File: src/rtl/noc_defs_pkg.sv
// Shared NoC definitions: flit width, default link credits and link FSM state encodings.
// Defaults for the width/depth macros apply only when the build does not supply them.
`ifndef PAYLOAD_SIZE
`define PAYLOAD_SIZE 8
`endif
`ifndef ADDR_SZ
`define ADDR_SZ 4
`endif
`ifndef FIFO_DEPTH
`define FIFO_DEPTH 4
`endif

package noc_defs_pkg;
  localparam int NOC_FLIT_W  = `PAYLOAD_SIZE + `ADDR_SZ;
  localparam int NOC_CREDITS = `FIFO_DEPTH;

  typedef enum logic [1:0] {
    IDLE    = 2'd0,
    ACTIVE  = 2'd1,
    BLOCKED = 2'd2
  } link_state_e;
endpackage

File: src/rtl/credit_counter.sv
// Up/down credit counter saturating at MAX, with zero flag and a sticky error flag
// raised when a credit comes back while already full. Shared by link transmit and receive sides.
module credit_counter #(
  parameter int MAX = 4,
  parameter int W   = 3
) (
  input  logic         clk,
  input  logic         reset,
  input  logic         inc,
  input  logic         dec,
  output logic [W-1:0] count,
  output logic         zero,
  output logic         err
);
  localparam logic [W-1:0] MAX_C = W'(MAX);

  logic [W-1:0] count_reg;
  logic         err_reg;

  always_ff @(posedge clk or posedge reset) begin
    if (reset) begin
      count_reg <= MAX_C;
      err_reg   <= 1'b0;
    end else if (inc && !dec) begin
      if (count_reg == MAX_C) err_reg <= 1'b1;
      else                    count_reg <= count_reg + 1'b1;
    end else if (dec && !inc && count_reg != '0) begin
      count_reg <= count_reg - 1'b1;
    end
  end

  assign count = count_reg;
  assign zero  = (count_reg == '0);
  assign err   = err_reg;
endmodule

File: src/rtl/link_tx.sv
// Router output-port link transmitter: pops a FWFT flit FIFO under credit flow control and
// drives one registered flit per cycle. Optional statistics counters behind LINK_TX_STATS_EN.
module link_tx
  import noc_defs_pkg::*;
#(
  parameter int FLIT_W   = NOC_FLIT_W,
  parameter int CREDITS  = NOC_CREDITS,
  parameter int CREDIT_W = 3
) (
  input  logic                clk,
  input  logic                reset,
  input  logic                enable,
  input  logic                fifo_empty,
  input  logic [FLIT_W-1:0]   fifo_item,
  output logic                fifo_read,
  output logic                link_valid,
  output logic [FLIT_W-1:0]   link_data,
  input  logic                link_credit,
  output logic [CREDIT_W-1:0] credits,
`ifdef LINK_TX_STATS_EN
  output logic [15:0]         tx_count,
  output logic [15:0]         stall_count,
`endif
  output logic                credit_err
);
  logic              fire;
  logic              credits_zero;
  logic              link_valid_reg;
  logic [FLIT_W-1:0] link_data_reg;
  link_state_e       state_reg, state_next;

  // Reset gating keeps the pop strobe quiet while the link is being reset.
  assign fire      = !reset && enable && !fifo_empty && !credits_zero;
  assign fifo_read = fire;

  credit_counter #(
    .MAX (CREDITS),
    .W   (CREDIT_W)
  ) u_credit (
    .clk   (clk),
    .reset (reset),
    .inc   (link_credit),
    .dec   (fire),
    .count (credits),
    .zero  (credits_zero),
    .err   (credit_err)
  );

  always_ff @(posedge clk or posedge reset) begin
    if (reset) begin
      link_valid_reg <= 1'b0;
      link_data_reg  <= '0;
    end else begin
      link_valid_reg <= fire;
      if (fire) link_data_reg <= fifo_item;
    end
  end

  assign link_valid = link_valid_reg;
  assign link_data  = link_data_reg;

  always_ff @(posedge clk or posedge reset) begin
    if (reset) state_reg <= IDLE;
    else       state_reg <= state_next;
  end

  // Status only: transmission is decided by fire alone.
  always_comb begin
    state_next = state_reg;
    case (state_reg)
      IDLE:    if (fire) state_next = ACTIVE;
      ACTIVE: begin
        if (fifo_empty || !enable) state_next = IDLE;
        else if (credits_zero)     state_next = BLOCKED;
      end
      BLOCKED: begin
        if (fire)            state_next = ACTIVE;
        else if (fifo_empty) state_next = IDLE;
      end
      default: state_next = IDLE;
    endcase
  end

`ifdef LINK_TX_STATS_EN
  logic [15:0] tx_count_reg;
  logic [15:0] stall_count_reg;

  always_ff @(posedge clk or posedge reset) begin
    if (reset) begin
      tx_count_reg    <= '0;
      stall_count_reg <= '0;
    end else begin
      if (fire) tx_count_reg <= tx_count_reg + 1'b1;
      if (enable && !fifo_empty && credits_zero && stall_count_reg != 16'hFFFF)
        stall_count_reg <= stall_count_reg + 1'b1;
    end
  end

  assign tx_count    = tx_count_reg;
  assign stall_count = stall_count_reg;
`endif
endmodule

File: config.mk
export PLATFORM = sky130hd
export DESIGN_NAME = link_tx
export DESIGN_NICKNAME = d
export VERILOG_FILES = /design/src/rtl/noc_defs_pkg.sv /design/src/rtl/credit_counter.sv /design/src/rtl/link_tx.sv
export SDC_FILE = /design/constraint.sdc
export NUM_CORES = 1
export LEC_CHECK = 0
export CELL_PAD_IN_SITES_DETAIL_PLACEMENT = 0
export CELL_PAD_IN_SITES_GLOBAL_PLACEMENT = 1
export CORE_ASPECT_RATIO = 1.5
export CORE_MARGIN = 5
export CORE_UTILIZATION = 29
export CTS_CLUSTER_SIZE = 20
export DETAILED_ROUTE_END_ITERATION = 12
export PLACE_DENSITY_LB_ADDON = 0.1
export SYNTH_ARGS = -nofsm -noshare
export SYNTH_HDL_FRONTEND = slang
export SYNTH_SLANG_ARGS = --single-unit
export TNS_END_PERCENT = 10
File: constraint.sdc
create_clock -name clk -period 3.2 [get_ports clk]
set_clock_uncertainty 0.1 [all_clocks]
set_input_delay 0.64 -clock clk [delete_from_list [all_inputs] [get_ports clk]]
set_output_delay 0.64 -clock clk [all_outputs]
set_load 0.05 [all_outputs]
==> run_results.csv, run 1 <==
group,metric,value,unit
sta,setup_viol,0,
sta,fin_ws,561.6,ps
sta,rsz0062_at_grt,"no",
clock_network,cts_resized,0,
sta,fmax,379.0,MHz
finish,fin_nets,135,
global_routing,grt_max_degree,18,
synthesis,ys_top_cells_by_area,"dfrtp_1, nand2_1, mux2i_1",
synthesis,yosys.area.top_type,"dfrtp_1",
worst_setup_path,criticalPathCategory,"in2out",
worst_setup_path,crit_path_end_kind,"output pin",
synthesis,syn-cell-area,774.5,um^2
power,p_leak,0.5557,nW
finish,area_delta_synth_final,55.57,%
worst_setup_path,startpoint,"reset",
sta,finalHoldViolCount,0,
placement,place.gp.congestion,0.6810,
finish,num_antenna_cells,0,
worst_setup_path,rr_startpoint,"u_credit.count[0]",
die,die_h,73.30,um
placement,port-buffer-count,34,
synthesis,ys_warn_count,0,
synthesis,yosys.area.top_type_share,51.70,%
synthesis,synth.most_common_cell,"nand2_1",
sta,slew_headroom,57.11,%
worst_setup_path,reg2reg_slack,840,ps
worst_setup_path,r2r-end,"u_credit.count[2]",
detailed_routing,via_per_inst,4.320,
synthesis,async_flop_share,100.0,%
sta,holdWs,378.8,ps
finish,largest_register_ffs,12,
sta,tns,0,ps
hold_path,hp-class,"reg2reg",
die,dieArea,3826,um^2
synthesis,synth_common_cells,"nand2_1, dfrtp_1, mux2i_1",
global_routing,track_usage,10.86,%
finish,final_area,1205,um^2
clock_network,cts.htree.levels,1,
synthesis,synth-seq-cells,17,
synthesis,ys_seq_area_share,55.09,%
finish,drive_above_1_share,8.621,%
placement,pre_cts_ws,559.4,ps
sta,post-route-period-util,82.45,%
die,start_util,29.57,%
power,ir_drop,0.4317,mV
worst_setup_path,arrival,1900,ps
detailed_routing,wl_met3,101,um
die,coreArea,2619,um^2
die,io_pins,35,
detailed_routing,route.met2.wl,908,um
detailed_routing,vias,661,
worst_setup_path,crit_path_end,"fifo_read",
clock_network,cts_tree,"done",
clock_network,cts_setup_buffers,0,
clock_network,cts_made_buffers,3,
synthesis,synth_nets,98,
placement,dp_hpwl,1319,um
clock_network,clk_pin_slew,70,ps
clock_network,cts_hold_buf,0,
die,rows,23,
clock_network,root_buffer,"clkbuf_8",
synthesis,ys_types,24,
clock_network,clock_latency,250,ps
outcome,status,"finished, final reports clean",
worst_setup_path,reg2reg_depth,5,
global_routing,grt_pass1_wl,3077,um
synthesis,synth_edf_count,0,
detailed_routing,drt-initial-drc-count,15,
detailed_routing,wl_per_cell,11.85,um
placement,place_area,1159,um^2
sta,timing.final.crit_period,2638,ps
sta,worst_pin_slew,642.6,ps
worst_setup_path,cp_max_fo,12,
detailed_routing,drc_errors,0,
worst_setup_path,startpoint_type,"input pin",
clock_network,clockBufferDepth,2,
global_routing,first_global_vias,705,
synthesis,avgSynthCellArea,9.681,um^2
global_routing,antenna_found_initial,0,
worst_setup_path,required,2460,ps
synthesis,syn_inst,80,
global_routing,grt-ovfl-total,0,
die,die_w,52.20,um
clock_network,cts.sinks,17,
detailed_routing,first_pass_iters,4,
power,power_density,1054,nW/um^2
detailed_routing,met1_length,774,um
sta,drv_slew,0,
flow_run,drv_cap,0,
detailed_routing,top_layer_used,"met4",
synthesis,dominantRegCellSynth,"dfrtp_1",
detailed_routing,wl,1813,um
detailed_routing,postRouteAntennaNets,0,
==> routing by layer <==
metal  vias up  track usage [%]
met1       309            11.96
met5         -                0
met3         2            3.245
met4         0            5.966
li1        331                -
met2        19            18.32
==> critical path, cell delays in order <==
cell and delay, ps:
clkdlybuf4s50_1 420, nor2_1 180, o311ai_4 200, buf_4 230, inv_2 80, buf_12 130
==> how the worst min path moves through the flow <==
stage                       from      endpoint  slack (ps)  depth (start not counted)
finish              link_data[0]  link_data[0]         380                          2
CTS                 link_data[0]  link_data[0]         380                          2
global route        link_data[0]  link_data[0]         410                          2
floorplan                  reset  link_data[0]         470                          1
detailed placement  link_data[0]  link_data[0]         370                          2
global placement    u_credit.err  u_credit.err         360                          1
==> cell type report <==
type / instances / area, um^2
clock buffers: 3 / 41.29
clock inverters: 1 / 5.005
fillers: 266 / 1414
inverters: 3 / 11.26
multi-input cells: 56 / 309.0
flip-flops and latches: 17 / 426.7
well taps: 37 / 46.29
repair buffers: 36 / 365.4
==> cells by family (layout without fill, tap and decap cells) <==
group                    after synthesis  in the layout  synth area share [%]
XOR/XNOR                               1              1                 1.131
flip-flops                            17             17                 55.09
multiplexers                           3              3                 3.877
AO/OA/AOI/OAI                          8              8                 9.533
adder cells (fa/ha/maj)                1              1                 2.585
buffers and inverters                  7             43                 5.007
AND/OR/NAND/NOR                       43             43                 22.78
==> report_power, final <==
group | total (mW) | switching, mW | internal (mW)
registers | 0.402 | 0.0916 | 0.310
clock network | 0.157 | 0.0707 | 0.0862
logic | 0.712 | 0.458 | 0.254
total | 1.27 | 0.620 | 0.650
==> placed cells by master, fill, tap and decap left out <==
master	netlist	layout
nand2_1	37	37
clkdlybuf4s50_1	0	33
dfrtp_1	16	16
mux2i_1	3	3
clkbuf_8	0	3
nor2_1	2	2
inv_1	2	2
a21oi_1	2	2
buf_4	1	2
o311ai_4	1	1
inv_2	1	1
nand3_1	1	1
and4b_1	1	1
o31ai_1	1	1
or4_1	1	1
o221ai_1	1	1
a41o_1	1	1
xnor2_1	1	1
or2b_1	1	1
o21ai_0	1	1
o22ai_1	1	1
fa_1	1	1
clkinv_2	0	1
buf_12	0	1
dfstp_2	1	1
==> per-stage QoR <==
stage	instances	power, mW	util, %
after floorplan	80	0.8720	-
after global placement	149	1.121	44.24
after detailed placement	149	1.127	44.24
after CTS	153	1.288	46.01
after global routing	153	1.349	46.01
final	153	1.270	46.01
No activity file was read; power rests on OpenSTA's default activity.
==> inputs of run 2 (changes only) <==
--- a/config.mk
+++ b/config.mk
@@ -9,7 +9,7 @@
 export CELL_PAD_IN_SITES_GLOBAL_PLACEMENT = 1
 export CORE_ASPECT_RATIO = 1.5
 export CORE_MARGIN = 5
-export CORE_UTILIZATION = 29
+export CORE_UTILIZATION = 26
 export CTS_CLUSTER_SIZE = 20
 export DETAILED_ROUTE_END_ITERATION = 12
 export PLACE_DENSITY_LB_ADDON = 0.1
==> constraint.sdc (replaced) <==
create_clock -name clk -period 2.32 [get_ports clk]
set_clock_uncertainty 0.1 [all_clocks]
set_input_delay 0.464 -clock clk [delete_from_list [all_inputs] [get_ports clk]]
set_output_delay 0.464 -clock clk [all_outputs]
set_load 0.05 [all_outputs]
==> run 2 against run 1 <==
- cell count increased by 3.3%
- die area increased by 9.6%
- clock power increased by 40%
- largest cell class unchanged
- highest routed layer unchanged
==> run_results.csv, run 2 (same netlist as run 1, synthesis figures left out) <==
group,metric,value,unit
sta,holdWs,374.9,ps
detailed_routing,drt-initial-drc-count,20,
finish,mostFrequentLayoutCells,"nand2_1, clkdlybuf4s50_1, dfrtp_1",
flow_run,drv_cap,0,
clock_network,cts_hold_buf,0,
sta,worst_pin_slew,673.7,ps
worst_setup_path,cp_max_fo,7,
placement,port-buffer-count,34,
sta,slew_headroom,55.04,%
outcome,status,"finished, final reports clean",
finish,fin_nets,138,
detailed_routing,via_per_inst,4.323,
die,dieArea,4193,um^2
worst_setup_path,startpoint_type,"input pin",
power,pwr-share-clk,12.4,%
finish,num_antenna_cells,0,
finish,area_delta_synth_final,60.10,%
detailed_routing,wl_met3,183,um
detailed_routing,postRouteAntennaNets,0,
global_routing,first_global_vias,710,
worst_setup_path,required,1760,ps
power,ir_drop,0.6966,mV
detailed_routing,drc_errors,0,
power,switching_power,0.8674,mW
finish,drive_above_1_share,15.13,%
power,power_frac_seq,31.6,%
power,p_leak,0.5680,nW
clock_network,clock_latency,250,ps
finish,final_area,1240,um^2
die,die_h,76.85,um
detailed_routing,top_layer_used,"met4",
die,io_pins,35,
global_routing,grt_pass1_wl,3201,um
clock_network,cts_resized,0,
sta,post-route-period-util,93.22,%
global_routing,antenna_found_initial,0,
sta,rsz0062_at_grt,"no",
finish,largest_register_ffs,12,
die,start_util,26.87,%
worst_setup_path,crit_path_end_kind,"output pin",
sta,tns,0,ps
clock_network,cts.htree.levels,1,
clock_network,clockBufferDepth,2,
placement,place_area,1194,um^2
worst_setup_path,rr_startpoint,"u_credit.count[1]",
detailed_routing,first_pass_iters,4,
hold_path,hold_start,"link_data[3]",
detailed_routing,vias,683,
clock_network,cts_setup_buffers,0,
global_routing,grt_max_degree,18,
sta,setup_viol,0,
sta,fin_ws,157.2,ps
placement,pre_cts_ws,82.94,ps
worst_setup_path,startpoint,"reset",
worst_setup_path,criticalPathCategory,"in2out",
global_routing,track_usage,10.33,%
finish,fill_cells,323,
sta,drv_slew,0,
die,rows,24,
power,power,1.784,mW
die,coreArea,2883,um^2
finish,multi_input_area,314.1,um^2
placement,place.gp.congestion,0.7382,
detailed_routing,wl,1998,um
clock_network,cts_made_buffers,3,
placement,dp_hpwl,1474,um
power,p_sw_share,48.62,%
power,internal_power,0.9167,mW
detailed_routing,wl_per_cell,12.65,um
detailed_routing,route.met2.wl,934,um
global_routing,grt-ovfl-total,0,
clock_network,root_buffer,"clkbuf_8",
power,combPwrFrac,56.0,%
clock_network,cts.sinks,17,
clock_network,cts_tree,"done",
power,power_density,1439,nW/um^2
finish,layout_commonest_cell,"nand2_1",
worst_setup_path,arrival,1600,ps
hold_path,hp-class,"reg2reg",
clock_network,clk_pin_slew,70,ps
sta,timing.final.crit_period,2163,ps
detailed_routing,met1_length,860,um
sta,finalHoldViolCount,0,
sta,fmax,462.4,MHz
die,die_w,54.57,um
finish,seq_area,434.2,um^2
## run 2: cell count changes in the layout (fill, tap and decap cells not counted)
| cell | delta |
|---|---|
| dfrtp_4 | +2 |
| nand2_1 | -1 |
| nand2_2 | +1 |
| fa_1 | -1 |
| fa_2 | +1 |
| clkdlybuf4s50_1 | -1 |
| buf_4 | +4 |
| dfrtp_1 | -2 |
## run 2: final timing paths
path,slack [ps],to,cells past startpoint
worst max register to register,350,u_credit.count[2],5
worst min-delay path,370,link_data[3],2
max in group asynchronous,1070,u_credit.count[1],2
worst max-delay path,160,fifo_read,6
worst min register to register,370,link_data[3],2
min in group asynchronous,550,u_credit.err,2
## run 2: layer usage
metal	vias up	track usage (%)
met5	-	0
met2	23	15.71
met4	0	4.489
met1	320	12.38
met3	2	4.264
li1	338	-
## run 2: area by class of cell
type	instances	share of cell area (%)
sequential	17	35.02
timing repair buffer	39	31.08
multi-input combinational	56	25.33
tap	39	3.935
clock buffer	3	3.330
inverter	3	0.9082
clock inverter	1	0.4036
## run 2: power groups by stage
stage	sequential (mW)	combinational, mW	clock [mW]
final	0.565	0.999	0.220
after detailed placement	0.566	1.01	0
after global routing	0.586	1.05	0.248
after floorplan	0.995	0.226	0
after global placement	0.568	0.995	0
after CTS	0.565	1.01	0.229
## run 2: metrics by stage
stage               util [%]  instances
detailed placement     41.41        154
finish                 43.01        158
floorplan                  -         80
global placement       41.41        154
global route           43.01        158
CTS                    43.01        158
## run 2: critical path: stages
cell,delay (ps)
clkdlybuf4s50_1,420
nor2_1,180
o311ai_4,130
buf_4,180
inv_2,90
buf_12,140
==> inputs of run 3 (changes only) <==
--- a/config.mk
+++ b/config.mk
@@ -12,7 +12,7 @@
 export CORE_UTILIZATION = 26
 export CTS_CLUSTER_SIZE = 20
 export DETAILED_ROUTE_END_ITERATION = 12
-export PLACE_DENSITY_LB_ADDON = 0.1
+export PLACE_DENSITY = 0.83
 export SYNTH_ARGS = -nofsm -noshare
 export SYNTH_HDL_FRONTEND = slang
 export SYNTH_SLANG_ARGS = --single-unit
==> constraint.sdc (replaced) <==
create_clock -name clk -period 2.32 [get_ports clk]
set_clock_uncertainty 0.1 [all_clocks]
set_input_delay 0.464 -clock clk [delete_from_list [all_inputs] [get_ports clk]]
set_output_delay 0.464 -clock clk [all_outputs]
set_load 0.01 [all_outputs]
==> run 3 against run 2 <==
- hold slack worse by 1.6 ps
- critical endpoint unchanged
- worst setup slack better by 65 ps
- via count decreased by 1.8%
- largest power group unchanged
==> run_results.csv, run 3 (same netlist as run 1, synthesis figures left out) <==
group,metric,value,unit
worst_setup_path,crit_path_end_kind,"output pin",
worst_setup_path,criticalPathCategory,"in2out",
die,coreArea,2883,um^2
clock_network,cts_tree,"done",
power,p_leak,0.5679,nW
sta,tns,0,ps
detailed_routing,wl,1797,um
global_routing,grt_max_degree,18,
worst_setup_path,crit_path_end,"fifo_read",
sta,rsz0062_at_grt,"no",
sta,slew_headroom,57.25,%
detailed_routing,drc_errors,0,
finish,final_area,1222,um^2
die,start_util,26.87,%
finish,mostFrequentLayoutCells,"nand2_1, clkdlybuf4s50_1, dfrtp_1",
finish,fin_nets,138,
clock_network,cts.htree.levels,1,
finish,final_cell_count_no_fill,158,
clock_network,clockBufferDepth,2,
clock_network,clk_pin_slew,60,ps
placement,pre_cts_ws,-82.07,ps
placement,port-buffer-count,34,
global_routing,grt_pass1_wl,3022,um
clock_network,cts_setup_buffers,0,
sta,worst_pin_slew,640.6,ps
worst_setup_path,cp_cell_sequence,"clkdlybuf4s50_1 > nor2_2 > o311ai_4 > inv_2 > dlygate4sd2_1",
worst_setup_path,r2r-end,"u_credit.count[2]",
clock_network,clock_latency,250,ps
global_routing,first_global_vias,700,
placement,place_area,1175,um^2
sta,timing.final.crit_period,2098,ps
die,io_pins,35,
placement,dp_hpwl,1393,um
clock_network,cts.sinks,17,
detailed_routing,vias,671,
detailed_routing,first_pass_iters,4,
sta,fin_ws,222.1,ps
detailed_routing,wl_per_cell,11.37,um
sta,drv_slew,0,
sta,fmax,476.7,MHz
detailed_routing,drt-initial-drc-count,5,
outcome,status,"finished, final reports clean",
die,rows,24,
worst_setup_path,startpoint,"reset",
flow_run,drv_cap,0,
finish,num_antenna_cells,0,
worst_setup_path,reg2reg_slack,260,ps
detailed_routing,via_per_inst,4.247,
placement,dp_cells,154,
global_routing,grt-ovfl-total,0,
finish,drive_above_1_share,11.76,%
die,die_w,54.57,um
sta,post-route-period-util,90.43,%
worst_setup_path,slowest_stage,"clkdlybuf4s50_1",
finish,fill_cells,311,
detailed_routing,postRouteAntennaNets,0,
worst_setup_path,reg2reg_depth,5,
finish,largest_register_ffs,12,
clock_network,cts_resized,2,
worst_setup_path,rr_startpoint,"u_credit.count[0]",
global_routing,antenna_found_initial,0,
die,die_h,76.85,um
worst_setup_path,arrival,1530,ps
sta,holdWs,373.3,ps
hold_path,hp-class,"reg2reg",
placement,place.gp.congestion,0.6217,
finish,layout_commonest_cell,"nand2_1",
power,ir_drop,0.5494,mV
power,power_density,1123,nW/um^2
worst_setup_path,required,1760,ps
finish,area_delta_synth_final,57.83,%
worst_setup_path,slowest_delay,440,ps
worst_setup_path,cp_max_fo,4,
die,dieArea,4193,um^2
worst_setup_path,startpoint_type,"input pin",
sta,finalHoldViolCount,0,
clock_network,cts_made_buffers,3,
global_routing,track_usage,9.688,%
sta,setup_viol,0,
clock_network,root_buffer,"clkbuf_8",
clock_network,cts_hold_buf,0,
## run 3: cell types whose count changed in the layout (fill, tap and decap cells not counted)
cell / change
dfrtp_4: -2
buf_12: -1
buf_4: -1
clkdlybuf4s50_1: +1
dfrtp_1: +1
dfrtp_2: +1
dlygate4sd2_1: +1
fa_1: +1
fa_2: -1
nand2_1: +1
nand2_2: -1
nor2_1: -1
nor2_2: +1
## run 3: worst max-delay path: cells and delay by family
kind / cells / cell delay [ps]
buf+inv: 3 / 790
compound gates: 1 / 130
simple gates: 1 / 150
## run 3: metal layers
layer,GRT usage [%],up-vias,part of all wire (%)
li1,-,338,-
met1,11.17,306,42
met2,15.59,25,49
met3,3.101,2,8.1
met4,4.489,0,1.1
met5,0,-,0
## run 3: cell type report
class,count,area [um^2],area share (%)
tap,39,48.80,3.992
timing repair buffer,39,376.6,30.81
clock inverter,1,5.005,0.4094
clock buffer,3,41.29,3.378
sequential,17,427.9,35.01
multi-input combinational,56,311.5,25.49
inverter,3,11.26,0.9212
## run 3: worst min path at each step
stage                             from           end  depth (start not counted)
after global routing      link_data[7]  link_data[7]                          2
after detailed placement  link_data[7]  link_data[7]                          2
after CTS                 link_data[7]  link_data[7]                          2
after floorplan                  reset  link_data[0]                          1
final                     link_data[4]  link_data[4]                          2
after global placement    u_credit.err  u_credit.err                          1
## run 3: per-stage QoR
stage,utilization (%),power (mW)
floorplan,-,0.8191
global placement,40.76,1.150
detailed placement,40.76,1.176
CTS,42.40,1.399
global route,42.40,1.483
finish,42.40,1.373
## run 3: power by group
part | total [mW] | leakage [nW] | switching [mW] | internal, mW
Clock | 0.215 | 0.0255 | 0.0963 | 0.119
Sequential | 0.549 | 0.207 | 0.119 | 0.430
Combinational | 0.609 | 0.336 | 0.247 | 0.362
Total | 1.37 | 0.568 | 0.463 | 0.911
